[config.mk]
export PLATFORM = sky130hd
export DESIGN_NAME = uart_rx_fifo
export DESIGN_NICKNAME = d
export VERILOG_FILES = /design/src/rtl/uart_defs.sv /design/src/rtl/uart_fifo_mem.sv /design/src/rtl/uart_rx_fifo.sv
export SDC_FILE = /design/constraint.sdc
export NUM_CORES = 1
export LEC_CHECK = 0
export BUFFER_PORTS_ARGS = -buffer_cell sky130_fd_sc_hd__buf_2
export CAP_MARGIN = 15
export CORE_MARGIN = 4
export CORE_UTILIZATION = 50
export DETAILED_ROUTE_END_ITERATION = 10
export HOLD_SLACK_MARGIN = 0.03
export PLACE_DENSITY = 0.67
export SYNTH_ARGS = -nofsm -noshare
export SYNTH_HDL_FRONTEND = slang
export SYNTH_HIERARCHICAL = 1
export SYNTH_SLANG_ARGS = --single-unit
[constraint.sdc]
create_clock -name clk -period 3.2 [get_ports clk]
set_input_delay 0.64 -clock clk [delete_from_list [all_inputs] [get_ports clk]]
set_output_delay 0.64 -clock clk [all_outputs]
set_load 0.005 [all_outputs]
[src/rtl/uart_defs.sv]
// Register map, STATUS/CTRL bit positions and helpers shared by the UART
// transmitter, receiver and receive FIFO.
package uart_defs;

  // Word-select field, mem_addr[3:2]
  typedef enum logic [1:0] {
    RegData   = 2'd0,
    RegStatus = 2'd1,
    RegRsvd2  = 2'd2,
    RegRsvd3  = 2'd3
  } reg_sel_e;

  localparam int unsigned DataValid   = 8;

  localparam int unsigned StatusEmpty  = 8;
  localparam int unsigned StatusFull   = 9;
  localparam int unsigned StatusOvr    = 10;
  localparam int unsigned StatusIrqEn  = 11;
  localparam int unsigned StatusThrLsb = 12;

  localparam int unsigned CtrlClrOvr  = 0;
  localparam int unsigned CtrlFlush   = 1;
  localparam int unsigned CtrlIrqEn   = 11;
  localparam int unsigned CtrlThrLsb  = 12;

  localparam int unsigned ThrWidth = 7;

  // Threshold 0 behaves as 1; anything above the FIFO depth saturates.
  function automatic logic [ThrWidth-1:0] clamp_thr(input logic [ThrWidth-1:0] v,
                                                    input int unsigned depth);
    if (v == '0) return 7'd1;
    if (32'(v) > depth) return 7'(depth);
    return v;
  endfunction

endpackage

[src/rtl/uart_fifo_mem.sv]
// Byte storage for the receive FIFO: synchronous write, asynchronous read, no reset.
module uart_fifo_mem #(
  parameter int unsigned DEPTH_LOG2 = 4
) (
  input  logic                  clk,
  input  logic                  we,
  input  logic [DEPTH_LOG2-1:0] waddr,
  input  logic [7:0]            wdata,
  input  logic [DEPTH_LOG2-1:0] raddr,
  output logic [7:0]            rdata
);

  logic [7:0] mem_q [2**DEPTH_LOG2];

  always_ff @(posedge clk) begin
    if (we) mem_q[waddr] <= wdata;
  end

  assign rdata = mem_q[raddr];

endmodule

[src/rtl/uart_rx_fifo.sv]
// Receive FIFO with a PicoRV32-style memory bus: DATA pops on read, STATUS/CTRL
// exposes count/flags and configures the level interrupt.
module uart_rx_fifo
  import uart_defs::*;
#(
  parameter int unsigned DEPTH_LOG2 = 4
) (
  input  logic        clk,
  input  logic        resetn,
  input  logic        enable,
  input  logic        mem_valid,
  output logic        mem_ready,
  input  logic        mem_instr,
  input  logic [3:0]  mem_wstrb,
  input  logic [31:0] mem_wdata,
  input  logic [31:0] mem_addr,
  output logic [31:0] mem_rdata,
  input  logic [7:0]  rx_data,
  input  logic        rx_strobe,
  output logic        irq
);

  localparam int unsigned Depth = 2**DEPTH_LOG2;
  localparam int unsigned PtrW  = DEPTH_LOG2 + 1;

  logic [PtrW-1:0]     wr_ptr_q, rd_ptr_q, count;
  logic [ThrWidth-1:0] count7, thr_q, new_thr_q;
  logic [31:0]         rdata_q, read_word;
  logic [7:0]          head;
  logic overrun_q, irq_en_q, irq_q, ready_q, armed_q;
  logic pop_pend_q, ctrl_wr_q, clr_ovr_q, flush_q, new_irq_en_q;
  logic empty, full, req, is_read, pop, flush, push, ovr_set, ovr_clr, ctrl_apply;
  reg_sel_e sel;

  logic unused_bits;
  assign unused_bits = ^{mem_instr, mem_addr[31:4], mem_addr[1:0],
                         mem_wdata[31:19], mem_wdata[10:2]};

  assign count  = wr_ptr_q - rd_ptr_q;
  assign count7 = 7'(count);
  assign empty  = (wr_ptr_q == rd_ptr_q);
  assign full   = (wr_ptr_q[PtrW-1] != rd_ptr_q[PtrW-1]) &&
                  (wr_ptr_q[PtrW-2:0] == rd_ptr_q[PtrW-2:0]);

  // armed_q ensures mem_valid is seen low between transactions
  assign req     = mem_valid & enable & armed_q & ~ready_q;
  assign is_read = (mem_wstrb == 4'b0000);
  assign sel     = reg_sel_e'(mem_addr[3:2]);

  // Side effects of a transaction land in its mem_ready cycle
  assign pop        = ready_q & pop_pend_q;
  assign ctrl_apply = ready_q & ctrl_wr_q;
  assign flush      = ctrl_apply & flush_q;
  assign ovr_clr    = ctrl_apply & clr_ovr_q;
  assign push       = rx_strobe & (~full | pop) & ~flush;
  assign ovr_set    = rx_strobe & full & ~pop & ~flush;

  always_comb begin
    read_word = '0;
    unique case (sel)
      RegData: begin
        if (!empty) begin
          read_word[7:0]      = head;
          read_word[DataValid] = 1'b1;
        end
      end
      RegStatus: begin
        read_word[ThrWidth-1:0]               = count7;
        read_word[StatusEmpty]                = empty;
        read_word[StatusFull]                 = full;
        read_word[StatusOvr]                  = overrun_q;
        read_word[StatusIrqEn]                = irq_en_q;
        read_word[StatusThrLsb +: ThrWidth]   = thr_q;
      end
      default: read_word = '0;
    endcase
  end

  always_ff @(posedge clk or negedge resetn) begin
    if (!resetn) begin
      wr_ptr_q     <= '0;
      rd_ptr_q     <= '0;
      overrun_q    <= 1'b0;
      irq_en_q     <= 1'b0;
      thr_q        <= 7'd1;
      irq_q        <= 1'b0;
      ready_q      <= 1'b0;
      armed_q      <= 1'b0;
      rdata_q      <= '0;
      pop_pend_q   <= 1'b0;
      ctrl_wr_q    <= 1'b0;
      clr_ovr_q    <= 1'b0;
      flush_q      <= 1'b0;
      new_irq_en_q <= 1'b0;
      new_thr_q    <= 7'd1;
    end else begin
      ready_q <= req;
      if (req) armed_q <= 1'b0;
      else if (!mem_valid) armed_q <= 1'b1;

      if (req) begin
        rdata_q      <= is_read ? read_word : '0;
        pop_pend_q   <= is_read && (sel == RegData) && !empty;
        ctrl_wr_q    <= !is_read && (sel == RegStatus);
        clr_ovr_q    <= mem_wdata[CtrlClrOvr];
        flush_q      <= mem_wdata[CtrlFlush];
        new_irq_en_q <= mem_wdata[CtrlIrqEn];
        new_thr_q    <= clamp_thr(mem_wdata[CtrlThrLsb +: ThrWidth], Depth);
      end

      if (flush) rd_ptr_q <= wr_ptr_q;
      else if (pop) rd_ptr_q <= rd_ptr_q + 1'b1;
      if (push) wr_ptr_q <= wr_ptr_q + 1'b1;

      if (ovr_set) overrun_q <= 1'b1;
      else if (ovr_clr) overrun_q <= 1'b0;

      if (ctrl_apply) begin
        irq_en_q <= new_irq_en_q;
        thr_q    <= new_thr_q;
      end

      irq_q <= irq_en_q & ((count7 >= thr_q) | overrun_q);
    end
  end

  uart_fifo_mem #(
    .DEPTH_LOG2(DEPTH_LOG2)
  ) u_mem (
    .clk  (clk),
    .we   (push),
    .waddr(wr_ptr_q[DEPTH_LOG2-1:0]),
    .wdata(rx_data),
    .raddr(rd_ptr_q[DEPTH_LOG2-1:0]),
    .rdata(head)
  );

  assign mem_ready = ready_q;
  assign mem_rdata = enable ? rdata_q : '0;
  assign irq       = irq_q;

endmodule

; Word level (Yosys, flattened, before mapping)
; Memory sizes are Yosys's and may differ from the RTL's.
; Cells that the tools add are included.
[classes]
n_eq_ne = 5
order_cmp = 2
muxes = 24
add_sub_neg = 3
bitwise = 19
n_reduce_logical = 11
[ops]
columns = op, count
row1 = $mux 32, 1
row2 = $mux 7, 4
row3 = $mux 19, 1
row4 = $pmux 7 s2, 1
row5 = $and 1x1->1, 13
row6 = $mux 1, 12
row7 = $add 5x1->5 const B, 2
row8 = $mux 10, 1
row9 = $mux 5, 2
row10 = $mux 9, 1
row11 = $ge 5x7->1, 1
row12 = $gt 7x5->1 const B, 1
row13 = $logic_not 7->1, 1
row14 = $eq 5x5->1, 1
row15 = $sub 5x5->5, 1
row16 = $eq 4x4->1, 1
row17 = $logic_and 1x1->1, 4
row18 = $logic_not 4->1, 1
row19 = $not 1->1, 4
row20 = $reduce_bool 2->1, 2
row21 = $eq 2x1->1 const B, 1
row22 = $logic_not 1->1, 2
row23 = $logic_not 2->1, 1
row24 = $ne 2x1->1 const B, 1
row25 = other kinds (3), 4
[word_totals]
register_bits = 66
ram_bits = 128
input_bits = 82
mem_count = 1
word_cells = 80
[memory_table]
columns = name, words, width, rd, rd_clocked_by_memory_dff, wr, line_no
row1 = u_mem.mem_q, 16, 8, 1, 0, 1, uart_fifo_mem.sv:13  ; logic [7:0] mem_q [2**DEPTH_LOG2];

; Longest topological paths before layout
; Gate-level depths: netlist of the first run.
[depth]
word_depth = 8
ltp_mapped = 12
ltp_nobuf = 12

; Cells and area by module
; The synthesis of the first run kept the hierarchy.
[by_module_without_submodules]
columns = module, area_each_um2, n_inst, cells_each
row1 = uart_fifo_mem, 4987.3, 1, 221
row2 = uart_rx_fifo, 2673.8, 1, 247

; Worst setup path before layout of the first run
; No wires, ideal clock.
[synth_path]
kind = reg-to-reg
startpoint = register wr_ptr_q[0]
endpoint = memory u_mem.mem_q[0][0] (enable)
arrival_ns = 2.512
stages_incl_launch_ff = 8
setup_ns = 0.383
required_time_ns = 2.817
path_buffers = 0
setup_slack_ns = 0.304
cell_sequence = dfrtp_1 > inv_1 > ha_1 > nand4_1 > o311ai_0 > inv_1 > or3b_2 > nor3_1
[synth_between]
elab_chain_len = 8
[synth_rtl]
columns = element, line_no
row1 = from (decl), uart_rx_fifo.sv:26  ; logic [PtrW-1:0] wr_ptr_q, rd_ptr_q, count;
row2 = from (signal assigned), uart_rx_fifo.sv:113  ; if (push) wr_ptr_q <= wr_ptr_q + 1'b1;
row3 = $eq 4x4->1, uart_rx_fifo.sv:43  ; (wr_ptr_q[PtrW-2:0] == rd_ptr_q[PtrW-2:0]);
row4 = $logic_and 1x1->1, uart_rx_fifo.sv:42  ; assign full = (wr_ptr_q[PtrW-1] != rd_ptr_q[PtrW-1]) &&
row5 = $not 1->1, uart_rx_fifo.sv:55  ; assign push = rx_strobe & (~full | pop) & ~flush;
row6 = $or 1x1->1, uart_rx_fifo.sv:55
row7 = $and 1x1->1 (2 in a row), uart_rx_fifo.sv:55
row8 = named net push, uart_rx_fifo.sv:32  ; logic empty, full, req, is_read, pop, flush, push, ovr_set, ovr_clr, ctrl_apply;
row9 = $mux 1, uart_fifo_mem.sv:16  ; if (we) mem_q[waddr] <= wdata;
row10 = $mux 1 (implied by the code), uart_fifo_mem.sv:16
row11 = to (decl), uart_fifo_mem.sv:13
; The timed path passes the listed nets, and every way through them passes these cells.

; Final worst setup path of the first run
[layout_path]
startpoint = register rd_ptr_q[2]
endpoint = memory u_mem.mem_q[9][0] (enable)
[layout_between]
elab_chain_len = 8
[layout_rtl]
columns = element, line_no
row1 = from (decl), uart_rx_fifo.sv:26
row2 = from (signal assigned), uart_rx_fifo.sv:111  ; if (flush) rd_ptr_q <= wr_ptr_q;
row3 = from (signal assigned), uart_rx_fifo.sv:112  ; else if (pop) rd_ptr_q <= rd_ptr_q + 1'b1;
row4 = $eq 4x4->1, uart_rx_fifo.sv:43
row5 = $logic_and 1x1->1, uart_rx_fifo.sv:42
row6 = $not 1->1, uart_rx_fifo.sv:55
row7 = $or 1x1->1, uart_rx_fifo.sv:55
row8 = $and 1x1->1 (2 in a row), uart_rx_fifo.sv:55
row9 = named net push, uart_rx_fifo.sv:32
row10 = $mux 1, uart_fifo_mem.sv:16
row11 = $mux 1 (implied by the code), uart_fifo_mem.sv:16
; The timed path passes the listed nets, and every way through them passes these cells.

==> flow_summary.toml, run 1 <==
[setup_path]
crit_path_end_kind = "flop"
max_stage_delay_ns = 0.80
start_kind = "flop"
cp_slowest_cell = "nor2_1"
critPathArrivalTime_ns = 3.05
crit_required_ns = 3.24
timing.critical_path.buf_inv = 2
path_delay_family = "simple AND/OR/NAND/NOR gates"
path_class = "flop to flop"
crit_chain = "inv_1 > ha_1 > nand4_1 > o311ai_0 > inv_1 > nand3b_1 > nor2_1"
crit_top_cell = "inv_1"
crit_fanout = 9
timing.critical_path.from = "rd_ptr_q[2]"
reg2reg_from = "rd_ptr_q[2]"

[yosys]
synth.distinct_cells = 52
synth-edff-count = 128
ys_warn_count = 6
yosysSeqAreaShare = 0.675
synth_top_area_share = 0.502
syn_inst = 468
ys_ff_latch = 181
synth-main-ff-cell = "edfxtp_1"
synth.area.top_cells = "edfxtp_1, dfrtp_1, mux4_2, mux4_1, and2_1"
synth_area_um2 = 7660
synth_top_area_cell = "edfxtp_1"
synth-async-reset-ratio = 0.293
postSynthAreaPerCell_um2 = 16.4

[clock_network]
clock-sinks = 181
ctsRootBufferMaster = "clkbuf_16"
clk-insertion-delay-late_ns = 0.42
cts_resized = 0
cts_inserted_buffers = 17
clkTransAtPathRegs_ns = 0.07
cts_max_path_buffers = 2
postCtsHoldBufs = 0
cts_tree = "done"
cts_htree_levels = 4

[die]
die_w_um = 132
initial_core_util = 0.519
num_io_pins = 116
die_y_um = 132
die_area_um2 = 17400
core-area_um2 = 14800
num_rows = 44

[grt]
grt_max_degree = 36
grtUsageTotal = 0.179
gr-total-overflow = 0
grt_pass1_vias = 4219
grt_pass1_wl_um = 23700
antenna_found_initial = 0

[final_layout]
layout.nets = 626
final_layout_size_suffix_gt1_frac = 0.248
final_area_um2 = 8610
fin_cells = 729
diodes = 0
area_growth_pct = 12.4

[detailed_routing]
viasPerCell = 5.71
via_count = 4164
ant_nets = 0
avgRoutedWirePerCell_um = 20.6
drt_iter0_drc = 221
dr.pass1.iters = 4
drc = 0
drt-total-wl_um = 15000

[timing]
fmax_mhz = 331
tns_ns = 0
hold_viol_final = 0
worst_slack_ns = 0.183
post-route-period-util = 0.943
fin_skew_ns = 0.0101
slew_violations = 0
post-route-min-period_ns = 3.02
worst_slew_pin_slew_ns = 0.990
relSlewSlack = 0.338
rsz0062_at_grt = "true"
setup_violations = 0

[power]
p_total_mw = 6.94
switching_share = 0.322
p_per_area_nw_per_um2 = 807
max-vdd-ir-drop_uv = 487
combPwrFrac = 0.299
p_int_mw = 4.71
leakage_nw = 3.33
switchingPower_mw = 2.24
power.share.sequential = 0.422
clkPwrFrac = 0.279

[flow_run]
maxCapViolCount = 0

[placement]
dpl.cell_count = 697
place_congestion = 0.798
dpl.hpwl_um = 9820
placed_cell_area_um2 = 8060
place_ws_ns = 0.251
numPortBuffers = 49

[worst_hold_path]
worstHoldPathType = "primary input to async pin"

[run_status]
status = "finished, final reports clean"
[kinds of logic (layout without fill, tap and decap cells)]
| logic type | after synthesis | after routing | synth area share |
|---|---|---|---|
| DFF | 181 | 181 | 0.675 |
| and+or+nand+nor | 114 | 114 | 0.0768 |
| AOI/OAI and AO/OA | 59 | 59 | 0.0585 |
| buffers and inverters | 46 | 111 | 0.0385 |
| muxes | 41 | 41 | 0.114 |
| xor gates and xnor gates | 14 | 14 | 0.0160 |
| adders and majority gates | 12 | 12 | 0.0206 |
| other | 1 | 13 | 0.000489 |
[Yosys cell counts (all sizes together), types with 2 or more instances]
library cell,count
a21o,3
a21oi,6
a221o,4
a22o,15
a22oi,16
and2,26
and2b,2
buf,22
clkbuf,7
clkdlybuf4s25,3
dfrtp,51
dfstp,2
edfxtp,128
ha,11
inv,14
mux2,8
mux4,32
nand2,38
nand2b,3
nand3,4
nand3b,2
nand4,5
nor2,19
nor3,8
o21ai,9
xnor2,10
xor2,4
[metal layers]
metal | vias up | GRT usage | share of wire
met4 | 0 | 0.0484 | 0.011
met5 | - | 0 | 0
li1 | 1902 | - | -
met1 | 2125 | 0.242 | 0.43
met2 | 124 | 0.292 | 0.50
met3 | 13 | 0.0473 | 0.057
[cells in the final DEF (no fill, tap or decap), drive strengths merged, types with 2 or more instances in the layout]
cell	count
clkinvlp	2
nor3	8
a221o	4
a22oi	16
nand3b	2
xnor2	10
a21o	3
xor2	4
a21oi	6
buf	65
nand4	5
a22o	15
mux4	32
clkinv	5
and2b	2
conb	13
ha	11
clkbuf	18
nand3	4
nor2	19
o21ai	9
mux2	8
nand2b	3
dfstp	2
inv	21
dfrtp	51
nand2	38
edfxtp	128
and2	26
[area by class of cell]
type	instances	area, um^2
repair buffers	65	365
flip-flops and latches	181	5170
clock inverters	14	120
inverters	14	52.6
clock buffers	18	429
fillers	1137	6140
well taps	184	230
multi-input cells	253	2240
[registers in the layout (all words and copies together), names as in the netlist]
register and cells:
armed_q 1, clr_ovr_q 1, ctrl_wr_q 1, flush_q 1, irq 1, irq_en_q 1
mem_ready 1, new_irq_en_q 1, new_thr_q 7, overrun_q 1, pop_pend_q 1, rd_ptr_q 5
rdata_q 19, thr_q 7, u_mem/mem_q 128, wr_ptr_q 5
[what timing repair did]
action	CTS	global route
hold endpoints to repair	0	0
setup endpoints to repair	0	24
setup buffers	0	0
[worst reg2reg max path, stage by stage, from the launching register on]
cell,delay [ns]
dfrtp_1,0.44
inv_1,0.10
ha_1,0.35
nand4_1,0.20
o311ai_0,0.25
inv_1,0.31
nand3b_1,0.19
nor2_1,0.80
[power by group through the flow]
stage	Clock, mW	Combinational [mW]	Sequential (mW)
2_1_floorplan	0	1.49	2.98
3_3_place_gp	0	2.04	2.96
3_5_place_dp	0	2.09	2.98
4_1_cts	1.97	2.09	2.93
5_1_grt	2.09	2.31	2.95
6_report	1.94	2.08	2.93
[worst paths after layout]
check,end,slack [ns],cells after the start
setup / recovery,u_mem/mem_q[9][0],0.18,7
hold / removal,rdata_q[14],0.16,1
setup reg to reg,u_mem/mem_q[9][0],0.18,7
hold reg to reg,new_thr_q[0],0.46,2
max in group asynchronous,rd_ptr_q[0],2.21,2
min in group clk,new_irq_en_q,0.41,3
[per-stage QoR]
| stage | hold slack [ns] | util |
|---|---|---|
| 2_1_floorplan | 0.344 | - |
| 3_3_place_gp | 0.451 | 0.546 |
| 3_5_place_dp | 0.458 | 0.546 |
| 4_1_cts | 0.161 | 0.584 |
| 5_1_grt | 0.182 | 0.584 |
| 6_report | 0.155 | 0.584 |
Note: power is estimated with default switching activity, not from simulation.
==> inputs of run 2 (changes only) <==
Settings changed: BUFFER_PORTS_ARGS -buffer_cell sky130_fd_sc_hd__buf_2 to -buffer_cell sky130_fd_sc_hd__clkbuf_2.
==> run 2 against run 1 <==
Against the previous run:
- first-iteration DRC count up 47%
- clock power about the same
- total power up 0.60%
- clock-buffer cell count unchanged
- setup slack better by 0.14 ns
- highest routed layer unchanged
==> flow_summary.toml, run 2 (synthesized netlist as in run 1, its figures left out) <==
[setup_path]
crit_required_ns = 3.25
start_kind = "flop"
crit_fanout = 8
r2r_end = "u_mem/mem_q[9][6]"
r2r_slack_ns = 0.32
reg2reg_from = "rd_ptr_q[2]"
r2r_cells = 7
path_class = "flop to flop"
critPathArrivalTime_ns = 2.93
crit_path_end_kind = "flop"

[die]
die_y_um = 132
core-area_um2 = 14800
num_io_pins = 116
initial_core_util = 0.519
die_area_um2 = 17400
num_rows = 44
die_w_um = 132

[clock_network]
clock-sinks = 181
ctsRootBufferMaster = "clkbuf_16"
cts_max_path_buffers = 2
postCtsHoldBufs = 0
cts_htree_levels = 4
cts_inserted_buffers = 17
cts_tree = "done"
clkTransAtPathRegs_ns = 0.07
cts_resized = 0
clk-insertion-delay-late_ns = 0.43
postCtsSetupRepairBufs = 0

[power]
p_total_mw = 6.99
p_int_mw = 4.72
combPwrFrac = 0.297
clkPwrFrac = 0.281
max-vdd-ir-drop_uv = 484
switchingPower_mw = 2.27
p_per_area_nw_per_um2 = 808
power.share.sequential = 0.421
leakage_nw = 3.33
switching_share = 0.325

[detailed_routing]
drt_iter0_drc = 324
dr.pass1.iters = 5
ant_nets = 0
viasPerCell = 5.74
via_count = 4192
drt-total-wl_um = 15100
avgRoutedWirePerCell_um = 20.7
drc = 0

[final_layout]
top_regs = "u_mem/mem_q: 128 flops, rdata_q: 19 flops"
diodes = 0
layout.nets = 627
final_area_um2 = 8640
final_common_cell = "edfxtp_1"
finish.utilization = 0.586
largest-register = "u_mem/mem_q"
area_growth_pct = 12.8
largest_reg_flops = 128
layout_common_cells = "edfxtp_1, dfrtp_1, clkbuf_2, nand2_1, and2_1"
final_layout_size_suffix_gt1_frac = 0.249

[grt]
antenna_found_initial = 0
grt_pass1_wl_um = 24100
grt_max_degree = 47
gr-total-overflow = 0
grtUsageTotal = 0.183
grt_pass1_vias = 4182

[timing]
rsz0062_at_grt = "false"
post-route-min-period_ns = 2.88
fin_skew_ns = 0.00989
worst_slew_pin_slew_ns = 0.946
post-route-period-util = 0.900
tns_ns = 0
slew_violations = 0
timing.hold.ws_ns = 0.0847
setup_violations = 0
fmax_mhz = 347
relSlewSlack = 0.367
hold_viol_final = 0

[placement]
dpl.hpwl_um = 10200
numPortBuffers = 49
placed_cell_area_um2 = 8060
place_congestion = 0.764

[run_status]
status = "finished, final reports clean"

[flow_run]
maxCapViolCount = 0

[worst_hold_path]
worstHoldPathType = "primary input to async pin"
-- run 2: cell count changes in the layout (fill, tap and decap cells not counted) --
cell and change:
clkinv_4 +1, buf_2 -49, clkbuf_2 +49, clkinv_2 -1
clkinvlp_2 -1, clkinv_8 +1, buf_12 +1
-- run 2: per-layer routing --
layer,up-vias,wire length [um],track usage
met3,14,852,0.0389
met1,2129,6370,0.248
met2,141,7750,0.302
met4,0,156,0.0508
li1,1908,-,-
met5,-,0,0
-- run 2: worst max-delay path: stages (launching register included) --
cell and delay [ns]:
dfrtp_1 0.45, inv_1 0.11, ha_1 0.36, nand4_1 0.18, o311ai_0 0.21, inv_1 0.22
nand3b_1 0.19, nor2_1 0.77
-- run 2: worst max path at each step --
stage | startpoint | to | cells past startpoint
detailed placement | rd_ptr_q[2] | u_mem/mem_q[9][5] | 7
floorplan | wr_ptr_q[0] | u_mem/mem_q[0][0] | 7
CTS | rd_ptr_q[2] | u_mem/mem_q[9][5] | 7
global route | rd_ptr_q[2] | u_mem/mem_q[9][6] | 7
finish | rd_ptr_q[2] | u_mem/mem_q[9][6] | 7
global placement | rd_ptr_q[2] | u_mem/mem_q[6][4] | 7
-- run 2: through the flow --
| step | cells | setup WS, ns |
|---|---|---|
| floorplan | 480 | 0.304 |
| global placement | 697 | 0.429 |
| detailed placement | 697 | 0.356 |
| CTS | 729 | 0.304 |
| global route | 730 | 0.129 |
| finish | 730 | 0.320 |
-- run 2: layout make-up --
cell class | count | area (um^2)
Sequential cell | 181 | 5170
Clock inverter | 14 | 135
Fill cell | 1124 | 6110
Inverter | 14 | 52.6
Multi-Input combinational cell | 253 | 2240
Clock buffer | 18 | 429
Tap cell | 184 | 230
Timing Repair Buffer | 66 | 385
-- run 2: power groups by stage --
| stage | sequential, mW | combinational, mW | clock, mW |
|---|---|---|---|
| global route | 2.97 | 2.30 | 2.11 |
| global placement | 2.97 | 2.02 | 0 |
| finish | 2.94 | 2.08 | 1.96 |
| floorplan | 2.98 | 1.49 | 0 |
| CTS | 2.94 | 2.09 | 2.02 |
| detailed placement | 2.99 | 2.09 | 0 |
